==> config.mk <==
export PLATFORM = sky130hd
export DESIGN_NAME = div_iterative
export DESIGN_NICKNAME = d
export VERILOG_FILES = /design/src/rtl/div_pkg.sv /design/src/rtl/adder_nbit.sv /design/src/rtl/div_iterative.sv
export SDC_FILE = /design/constraint.sdc
export NUM_CORES = 1
export LEC_CHECK = 0
export CAP_MARGIN = 40
export CORE_MARGIN = 2
export CORE_UTILIZATION = 45
export CTS_CLUSTER_DIAMETER = 150
export DETAILED_ROUTE_END_ITERATION = 10
export PLACE_DENSITY = 0.64
export SYNTH_ARGS = -nofsm -noshare
export SYNTH_HDL_FRONTEND = slang
export SYNTH_SLANG_ARGS = --single-unit
==> constraint.sdc <==
create_clock -name clk -period 9.63 [get_ports clk]
set_clock_uncertainty 0.05 [all_clocks]
set_input_delay 0.963 -clock clk [delete_from_list [all_inputs] [get_ports clk]]
set_output_delay 0.963 -clock clk [all_outputs]
set_load 0.005 [all_outputs]
==> src/rtl/div_pkg.sv <==
// Shared definitions for the iterative divider: state encoding and sizing helpers.
package div_pkg;

    localparam logic [1:0] S_IDLE = 2'd0;
    localparam logic [1:0] S_CALC = 2'd1;
    localparam logic [1:0] S_FIX  = 2'd2;
    localparam logic [1:0] S_DONE = 2'd3;

    typedef enum logic [1:0] {
        IDLE = S_IDLE,
        CALC = S_CALC,
        FIX  = S_FIX,
        DONE = S_DONE
    } state_t;

    // Iteration counter runs WIDTH-1 down to 0.
    function automatic int cnt_width(input int width);
        return (width > 1) ? $clog2(width) : 1;
    endfunction

endpackage

==> src/rtl/adder_nbit.sv <==
// N-bit adder with carry in/out; behavioural, ripple or parallel-prefix carry.
module adder_nbit #(
    parameter int N            = 8,
    parameter bit BEHAVIORAL   = 1'b0,
    parameter bit RIPPLE_CARRY = 1'b1
) (
    input  logic [N-1:0] a,
    input  logic [N-1:0] b,
    input  logic         cin,
    output logic [N-1:0] sum,
    output logic         cout
);

    generate
        if (BEHAVIORAL) begin : g_beh
            assign {cout, sum} = a + b + N'(cin);
        end else if (RIPPLE_CARRY) begin : g_ripple
            logic [N:0] c;
            assign c[0] = cin;
            for (genvar i = 0; i < N; i++) begin : g_fa
                assign sum[i]   = a[i] ^ b[i] ^ c[i];
                assign c[i+1]   = (a[i] & b[i]) | (c[i] & (a[i] ^ b[i]));
            end
            assign cout = c[N];
        end else begin : g_prefix
            logic [N-1:0] p, gg, pp;
            logic [N:0]   c;
            assign p = a ^ b;
            // Kogge-Stone style group generate/propagate, updated in place high to low.
            always_comb begin
                gg = a & b;
                pp = p;
                for (int d = 1; d < N; d = d * 2) begin
                    for (int i = N - 1; i >= d; i--) begin
                        gg[i] = gg[i] | (pp[i] & gg[i-d]);
                        pp[i] = pp[i] & pp[i-d];
                    end
                end
            end
            assign c[0] = cin;
            for (genvar i = 0; i < N; i++) begin : g_c
                assign c[i+1] = gg[i] | (pp[i] & cin);
            end
            assign sum  = p ^ c[N-1:0];
            assign cout = c[N];
        end
    endgenerate

endmodule

==> src/rtl/div_iterative.sv <==
// Radix-2 restoring divider with valid/ready handshakes and RISC-V M corner cases.
module div_iterative
    import div_pkg::*;
#(
    parameter int WIDTH        = 8,
    parameter bit BEHAVIORAL   = 1'b0,
    parameter bit RIPPLE_CARRY = 1'b1
) (
    input  logic             clk,
    input  logic             rst,
    input  logic             in_valid,
    output logic             in_ready,
    input  logic [WIDTH-1:0] dividend,
    input  logic [WIDTH-1:0] divisor,
    input  logic             is_signed,
    output logic             out_valid,
    input  logic             out_ready,
    output logic [WIDTH-1:0] quotient,
    output logic [WIDTH-1:0] remainder,
    output logic             div_by_zero,
    output logic             overflow
);

    localparam int            CW       = cnt_width(WIDTH);
    localparam logic [CW-1:0] CNT_INIT = CW'(WIDTH - 1);

    state_t           state, state_nxt;
    logic [CW-1:0]    cnt;
    logic [WIDTH-1:0] rem, qw, bmag;
    logic             neg_q, neg_r;

    logic             special_dz, special_ov;
    logic [WIDTH-1:0] a_abs, b_abs;
    logic [WIDTH:0]   add_a, add_b, add_sum;
    logic             add_cout;
    logic             unused_sum_msb;

    assign in_ready  = (state == IDLE);
    assign out_valid = (state == DONE);

    assign special_dz = (divisor == '0);
    assign special_ov = is_signed && (dividend == {1'b1, {(WIDTH-1){1'b0}}}) && (&divisor);
    assign a_abs      = (is_signed && dividend[WIDTH-1]) ? -dividend : dividend;
    assign b_abs      = (is_signed && divisor[WIDTH-1])  ? -divisor  : divisor;

    // Trial subtraction: {rem, next dividend bit} - |b|; carry out means no borrow.
    assign add_a = {rem, qw[WIDTH-1]};
    assign add_b = ~{1'b0, bmag};

    adder_nbit #(
        .N           (WIDTH + 1),
        .BEHAVIORAL  (BEHAVIORAL),
        .RIPPLE_CARRY(RIPPLE_CARRY)
    ) u_sub (
        .a   (add_a),
        .b   (add_b),
        .cin (1'b1),
        .sum (add_sum),
        .cout(add_cout)
    );

    assign unused_sum_msb = add_sum[WIDTH];

    always_comb begin
        state_nxt = state;
        unique case (state)
            IDLE: if (in_valid) state_nxt = (special_dz || special_ov) ? DONE : CALC;
            CALC: if (cnt == '0) state_nxt = FIX;
            FIX:  state_nxt = DONE;
            DONE: if (out_ready) state_nxt = IDLE;
            default: state_nxt = IDLE;
        endcase
    end

    always_ff @(posedge clk or posedge rst) begin
        if (rst) state <= IDLE;
        else     state <= state_nxt;
    end

    always_ff @(posedge clk or posedge rst) begin
        if (rst) begin
            cnt         <= '0;
            rem         <= '0;
            qw          <= '0;
            bmag        <= '0;
            neg_q       <= 1'b0;
            neg_r       <= 1'b0;
            quotient    <= '0;
            remainder   <= '0;
            div_by_zero <= 1'b0;
            overflow    <= 1'b0;
        end else begin
            unique case (state)
                IDLE: if (in_valid) begin
                    div_by_zero <= special_dz;
                    overflow    <= special_ov;
                    if (special_dz) begin
                        quotient  <= '1;
                        remainder <= dividend;
                    end else if (special_ov) begin
                        quotient  <= dividend;
                        remainder <= '0;
                    end
                    cnt   <= CNT_INIT;
                    rem   <= '0;
                    qw    <= a_abs;
                    bmag  <= b_abs;
                    neg_q <= is_signed && (dividend[WIDTH-1] ^ divisor[WIDTH-1]);
                    neg_r <= is_signed && dividend[WIDTH-1];
                end
                CALC: begin
                    rem <= add_cout ? add_sum[WIDTH-1:0] : add_a[WIDTH-1:0];
                    qw  <= {qw[WIDTH-2:0], add_cout};
                    cnt <= cnt - 1'b1;
                end
                FIX: begin
                    quotient  <= neg_q ? -qw  : qw;
                    remainder <= neg_r ? -rem : rem;
                end
                default: ;
            endcase
        end
    end

endmodule

==> results of run 1 <==
## final cells by class
cell class | count | area (um^2)
Tap cell | 99 | 123.9
Fill cell | 702 | 3341
Clock inverter | 2 | 37.54
Inverter | 42 | 157.7
Timing Repair Buffer | 44 | 446.7
Sequential cell | 49 | 1226
Multi-Input combinational cell | 248 | 1877
Clock buffer | 6 | 82.58
## sequential cells by signal (all words and copies together) (netlist names)
signal       cells
remainder        8
qw               8
div_by_zero      1
rem              8
quotient         8
cnt              3
overflow         1
neg_q            1
bmag             8
neg_r            1
state            2
## per-layer routing
| layer | track usage (%) | vias to the layer above | share of wire [%] | wire (um) |
|---|---|---|---|---|
| met5 | 0 | - | 0 | 0 |
| met4 | 5.934 | 0 | 1.7 | 142 |
| met3 | 3.172 | 12 | 4.2 | 342 |
| met2 | 32.21 | 65 | 45 | 3661 |
| met1 | 29.29 | 1350 | 49 | 3990 |
| li1 | - | 1349 | - | - |
## power by group
part	switching (mW)	total (mW)	internal, mW
clock network	0.0726	0.157	0.0846
registers	0.0920	0.390	0.298
logic	0.351	0.672	0.321
## layout by cell type (no fill, tap or decap), types with 10 or more instances in the layout
| cell type | instances |
|---|---|
| sky130_fd_sc_hd__dfrtp_1 | 49 |
| sky130_fd_sc_hd__a21oi_1 | 11 |
| sky130_fd_sc_hd__ha_1 | 12 |
| sky130_fd_sc_hd__mux2i_1 | 10 |
| sky130_fd_sc_hd__xnor2_1 | 10 |
| sky130_fd_sc_hd__inv_1 | 41 |
| sky130_fd_sc_hd__nor2_1 | 17 |
| sky130_fd_sc_hd__clkdlybuf4s50_1 | 40 |
| sky130_fd_sc_hd__o21ai_0 | 27 |
| sky130_fd_sc_hd__nand2_1 | 32 |
## cells by family after synthesis
logic type      Yosys count  share of synthesized area, %
fa+ha+maj                19                         8.564
buf+inv                  62                         8.453
mux                      26                         9.044
flops                    49                         36.18
xor+xnor                 13                         3.359
compound gates           90                         17.87
simple gates            100                         16.54
## worst max-delay path: stages, from the launching register on
cell and delay [ns]:
sky130_fd_sc_hd__dfrtp_1 0.42, sky130_fd_sc_hd__inv_1 0.10, sky130_fd_sc_hd__ha_1 0.14, sky130_fd_sc_hd__inv_1 0.05
sky130_fd_sc_hd__fa_1 0.35, sky130_fd_sc_hd__inv_1 0.07, sky130_fd_sc_hd__fa_1 0.16, sky130_fd_sc_hd__inv_1 0.05
sky130_fd_sc_hd__fa_1 0.37, sky130_fd_sc_hd__fa_1 0.37, sky130_fd_sc_hd__inv_1 0.07, sky130_fd_sc_hd__fa_1 0.18
sky130_fd_sc_hd__fa_1 0.16, sky130_fd_sc_hd__inv_1 0.05, sky130_fd_sc_hd__fa_1 0.39, sky130_fd_sc_hd__nor2_1 0.18
sky130_fd_sc_hd__buf_4 0.23, sky130_fd_sc_hd__mux2i_1 0.21, sky130_fd_sc_hd__o22ai_1 0.08
## worst max path at each step
stage          depth (start not counted)  slack, ns     end
6_report                              18       5.85  rem[1]
5_1_grt                               18       5.63  rem[4]
4_1_cts                               17       5.48  rem[1]
3_5_place_dp                          18       5.50   qw[0]
3_3_place_gp                          17       5.60  rem[4]
2_1_floorplan                         18       5.89  rem[1]
==> impl_metrics.py, run 1 <==
metrics = {
    "synth": {
        "synth_warnings": 0,
        "ys_seq_elements": 49,
        "synth.avg_cell_area_um2": 9.442,
        "synth.net_count": 399,
        "synth_cells": 359,
        "synth_cell_type_count": 60,
        "synth_sequential_area_ratio_pct": 36.18,
        "synth_flop_cell": "sky130_fd_sc_hd__dfrtp_1",
        "synth_most_common_cell": "sky130_fd_sc_hd__dfrtp_1",
        "largest_cells_by_area_after_synthesis": "sky130_fd_sc_hd__dfrtp_1 (36%), sky130_fd_sc_hd__inv_1 (4.7%), sky130_fd_sc_hd__ha_1 (4.4%)",
        "synth_edf_count": 0,
        "synth.cells.most_frequent": "sky130_fd_sc_hd__dfrtp_1 (49), sky130_fd_sc_hd__inv_1 (42), sky130_fd_sc_hd__nand2_1 (32)",
        "synth.largest_area_cell": "sky130_fd_sc_hd__dfrtp_1",
        "synth.top_cell.area_share_pct": 36.18,
        "ys_async_sr_fraction_pct": 100.0,
        "post_synth_instance_area_um2": 3390,
    },
    "timing": {
        "setup_repair_after_global_routing_missed_its_margin": "no",
        "final.hold.worst_slack_ns": 0.4303,
        "postLayoutSetupSlackWorst_ns": 5.850,
        "worst_slew_pin_slew_ns": 0.9019,
        "min_period_ns": 3.780,
        "hold_violations": 0,
        "timing.final.crit_share_pct": 39.25,
        "totalNegativeSetupSlack_ns": 0,
        "slew_headroom_pct": 39.32,
        "fmax_mhz": 264.6,
        "report.final.setup_viol": 0,
        "final-max-slew-violation-count": 0,
    },
    "worst_setup_path": {
        "setup.worst_path.end_class": "flip-flop",
        "timing.critical_path.from": "qw[7]",
        "r2r_setup_slack_ns": 5.85,
        "path_max_fanout": 11,
        "reg2reg_depth": 18,
        "worst-endpoint-arrival_ns": 3.91,
        "cp_data_required_time_ns": 9.76,
        "crit-reg2reg-launch": "qw[7]",
        "worst_path_class_setup": "reg2reg",
        "worst_r2r_endpoint": "rem[1]",
        "launching_element_type_of_the_critical_path": "flip-flop",
    },
    "clocking": {
        "cts_repair_resize_count": 0,
        "cts_tree": "yes",
        "clock_net_sink_count": 49,
        "clk_path_buf_depth": 2,
        "cts_htree_levels": 2,
        "cts-root-buf": "sky130_fd_sc_hd__clkbuf_8",
        "holdBufCountCts": 0,
        "clkSlewWorstSetupHoldPaths_ns": 0.10,
        "cts.repair_timing.setup_buffer_count": 0,
        "cts_inserted_buffers": 5,
        "worstSkewPairLatency_ns": 0.31,
    },
    "run": {
        "drv_cap": 0,
    },
    "finish": {
        "drive_gt1_share_pct": 10.23,
        "final_cell_count_no_fill": 490,
        "final_core_util_pct": 54.19,
        "finalNetCount": 430,
        "area_growth_syn_to_layout_pct": 16.57,
        "antenna-diode-count": 0,
        "final_design_area_no_fill_um2": 3951,
    },
    "floorplanning": {
        "design.core.area_um2": 7292,
        "die_area_um2": 8243,
        "design.portCount": 41,
        "die_h_um": 90.79,
        "rows": 31,
        "starting_utilization_of_the_core_area_pct": 46.48,
        "die_x_um": 90.79,
    },
    "outcome": {
        "status": "completed",
    },
    "routing": {
        "routedWlPerCell_um": 16.60,
        "detail_route.vias_per_cell": 5.665,
        "post_route_ant_nets": 0,
        "wirelength_um": 8136,
        "post_route_drc": 0,
        "drt_first_pass_iters": 4,
        "dr.first_iter.drc_count": 179,
        "routed-via-count": 2776,
    },
    "grt": {
        "antenna_violations_before_repair": 0,
        "globalRoute.totalOverflow": 0,
        "first_global_vias": 2774,
        "grt_pass1_wl_um": 13760,
        "grt_use_total_pct": 20.47,
        "largest_net_degree_at_the_start_of_global_routing": 32,
    },
    "placed_design": {
        "preCtsSetupSlack_ns": 5.502,
        "buffer_ports.inserted": 40,
        "post-place-cells": 481,
        "gp_congestion": 0.8714,
        "dp_hpwl_um": 6151,
        "placedInstanceArea_um2": 3824,
    },
    "min_path": {
        "hold_path_end": "cnt[0]",
        "worstHoldPathCells": 1,
        "holdCritPathClass": "reg2reg",
        "hold_path.startpoint": "cnt[0]",
    },
    "power_and_ir_drop": {
        "p_per_area_nw_per_um2": 308.4,
        "worst_ir_drop_vdd_v": 0.0001403,
        "fin_total_pwr_mw": 1.218,
        "cellLeakagePower_nw": 1.698,
    },
}
Power figures use the tool's default switching activity.
==> run 2: changes to the inputs <==
==> constraint.sdc (replaced) <==
create_clock -name clk -period 3.79 [get_ports clk]
set_clock_uncertainty 0.05 [all_clocks]
set_input_delay 0.379 -clock clk [delete_from_list [all_inputs] [get_ports clk]]
set_output_delay 0.379 -clock clk [all_outputs]
set_load 0.005 [all_outputs]
==> impl_metrics.py, run 2 (synthesized netlist as in run 1, its figures left out) <==
metrics = {
    "outcome": {
        "status": "completed",
    },
    "finish": {
        "final_design_area_no_fill_um2": 3984,
        "area_growth_syn_to_layout_pct": 17.53,
        "filler_cell_count": 718,
        "most_used_cells_in_the_layout_excluding_fill_and_tap_cells": "sky130_fd_sc_hd__dfrtp_1 (49), sky130_fd_sc_hd__clkdlybuf4s50_1 (40), sky130_fd_sc_hd__inv_1 (39), sky130_fd_sc_hd__nand2_1 (32), sky130_fd_sc_hd__o21ai_0 (26)",
        "finalNetCount": 433,
        "drive_gt1_share_pct": 12.69,
        "final_core_util_pct": 54.63,
        "final_common_cell": "sky130_fd_sc_hd__dfrtp_1",
        "antenna-diode-count": 0,
    },
    "clocking": {
        "cts_tree": "yes",
        "clock_net_sink_count": 49,
        "cts_inserted_buffers": 5,
        "worstSkewPairLatency_ns": 0.31,
        "clkSlewWorstSetupHoldPaths_ns": 0.10,
        "cts_htree_levels": 2,
        "clk_path_buf_depth": 2,
        "cts-root-buf": "sky130_fd_sc_hd__clkbuf_8",
        "holdBufCountCts": 0,
    },
    "worst_setup_path": {
        "path_max_fanout": 7,
        "setup.worst_path.end_class": "flip-flop",
        "worst_r2r_endpoint": "rem[1]",
        "cell_with_the_largest_stage_delay_on_the_worst_path": "sky130_fd_sc_hd__dfrtp_1",
        "reg2reg_depth": 18,
        "worst-endpoint-arrival_ns": 3.70,
        "worst_path_class_setup": "reg2reg",
        "cpPeakStageDelay_ns": 0.42,
        "crit-reg2reg-launch": "qw[7]",
        "crit_chain": "inv_2 > ha_1 > inv_1 > fa_1 > inv_1 > fa_1 > inv_1 > fa_2 > fa_2 > inv_2 > fa_2 > fa_1 > inv_1 > fa_2 > nor2_4 > buf_6 > mux2i_1 > o22ai_1",
        "cp_data_required_time_ns": 3.92,
        "launching_element_type_of_the_critical_path": "flip-flop",
        "r2r_setup_slack_ns": 0.23,
    },
    "routing": {
        "detail_route.vias_per_cell": 5.629,
        "post_route_drc": 0,
        "routed-via-count": 2775,
        "drt_first_pass_iters": 5,
        "dr.first_iter.drc_count": 185,
        "post_route_ant_nets": 0,
        "wirelength_um": 8180,
        "routedWlPerCell_um": 16.59,
    },
    "floorplanning": {
        "die_x_um": 90.79,
        "rows": 31,
        "design.portCount": 41,
        "die_h_um": 90.79,
        "die_area_um2": 8243,
        "design.core.area_um2": 7292,
        "starting_utilization_of_the_core_area_pct": 46.48,
    },
    "run": {
        "drv_cap": 0,
    },
    "min_path": {
        "holdCritPathClass": "in2async",
    },
    "placed_design": {
        "buffer_ports.inserted": 40,
        "placedInstanceArea_um2": 3827,
        "dp_hpwl_um": 6103,
        "gp_congestion": 0.8474,
    },
    "grt": {
        "antenna_violations_before_repair": 0,
        "globalRoute.totalOverflow": 0,
        "grt_use_total_pct": 20.89,
        "grt_pass1_wl_um": 13840,
        "first_global_vias": 2779,
        "largest_net_degree_at_the_start_of_global_routing": 34,
    },
    "timing": {
        "timing.final.crit_share_pct": 94.04,
        "final.hold.worst_slack_ns": 0.2990,
        "slew_headroom_pct": 43.50,
        "final-max-slew-violation-count": 0,
        "report.final.setup_viol": 0,
        "hold_violations": 0,
        "worst_slew_pin_slew_ns": 0.8398,
        "totalNegativeSetupSlack_ns": 0,
        "min_period_ns": 3.564,
        "fmax_mhz": 280.6,
        "setup_repair_after_global_routing_missed_its_margin": "no",
    },
    "power_and_ir_drop": {
        "worst_ir_drop_vdd_v": 0.0003588,
        "p_per_area_nw_per_um2": 792.4,
        "fin_total_pwr_mw": 3.157,
        "cellLeakagePower_nw": 1.705,
    },
}
-- run 2: changes by cell type in the layout (fill, tap and decap cells not counted), moves of 2 or more --
cell / before / now
sky130_fd_sc_hd__buf_4: 2 / 4
sky130_fd_sc_hd__inv_1: 41 / 39
sky130_fd_sc_hd__fa_2: 0 / 4
sky130_fd_sc_hd__fa_1: 7 / 3
sky130_fd_sc_hd__inv_2: 1 / 3
-- run 2: through the flow --
| stage | worst slack (ns) | instances |
|---|---|---|
| detailed placement | 0.1053 | 482 |
| global placement | 0.2151 | 480 |
| floorplan | 0.05020 | 359 |
| finish | 0.2260 | 493 |
| CTS | 0.09973 | 490 |
| global route | 0.03421 | 493 |
-- run 2: metal layers --
layer | track usage, % | vias to the layer above | share of wire [%]
met5 | 0 | - | 0
li1 | - | 1350 | -
met1 | 29.32 | 1327 | 48
met2 | 32.96 | 91 | 46
met3 | 3.923 | 7 | 5.6
met4 | 6.187 | 0 | 1.3
-- run 2: worst max path at each step --
| stage | from | to | slack [ns] | cells past startpoint |
|---|---|---|---|---|
| after global routing | qw[7] | rem[5] | 0.03 | 19 |
| after global placement | qw[7] | rem[4] | 0.22 | 18 |
| after detailed placement | qw[7] | rem[1] | 0.11 | 18 |
| after floorplan | qw[7] | rem[1] | 0.05 | 18 |
| final | qw[7] | rem[1] | 0.23 | 18 |
| after CTS | qw[7] | rem[1] | 0.1 | 18 |
-- run 2: repair_timing --
action,in CTS,in global routing
setup buffers,0,2
resized for setup,0,10
setup endpoints to repair,0,9
-- run 2: critical path: cells and delay by family (launching register included) --
family | cells | cell delay, ns
compound gates | 1 | 0.09
fa+ha+maj | 8 | 2.04
buf+inv | 7 | 0.50
flops | 1 | 0.42
mux | 1 | 0.20
simple gates | 1 | 0.13
-- run 2: layout make-up --
type | count | area, um^2 | share of cell area, %
clock buffer | 5 | 68.82 | 1.727
clock inverter | 3 | 46.29 | 1.162
inverter | 42 | 157.7 | 3.957
multi-input combinational | 248 | 1894 | 47.55
sequential | 49 | 1226 | 30.78
tap | 99 | 123.9 | 3.109
timing repair buffer | 47 | 466.7 | 11.71
-- run 2: report_power, final --
group	switching [mW]	internal, mW
Sequential	0.234	0.757
Clock	0.187	0.198
Combinational	0.925	0.857
Total	1.35	1.81
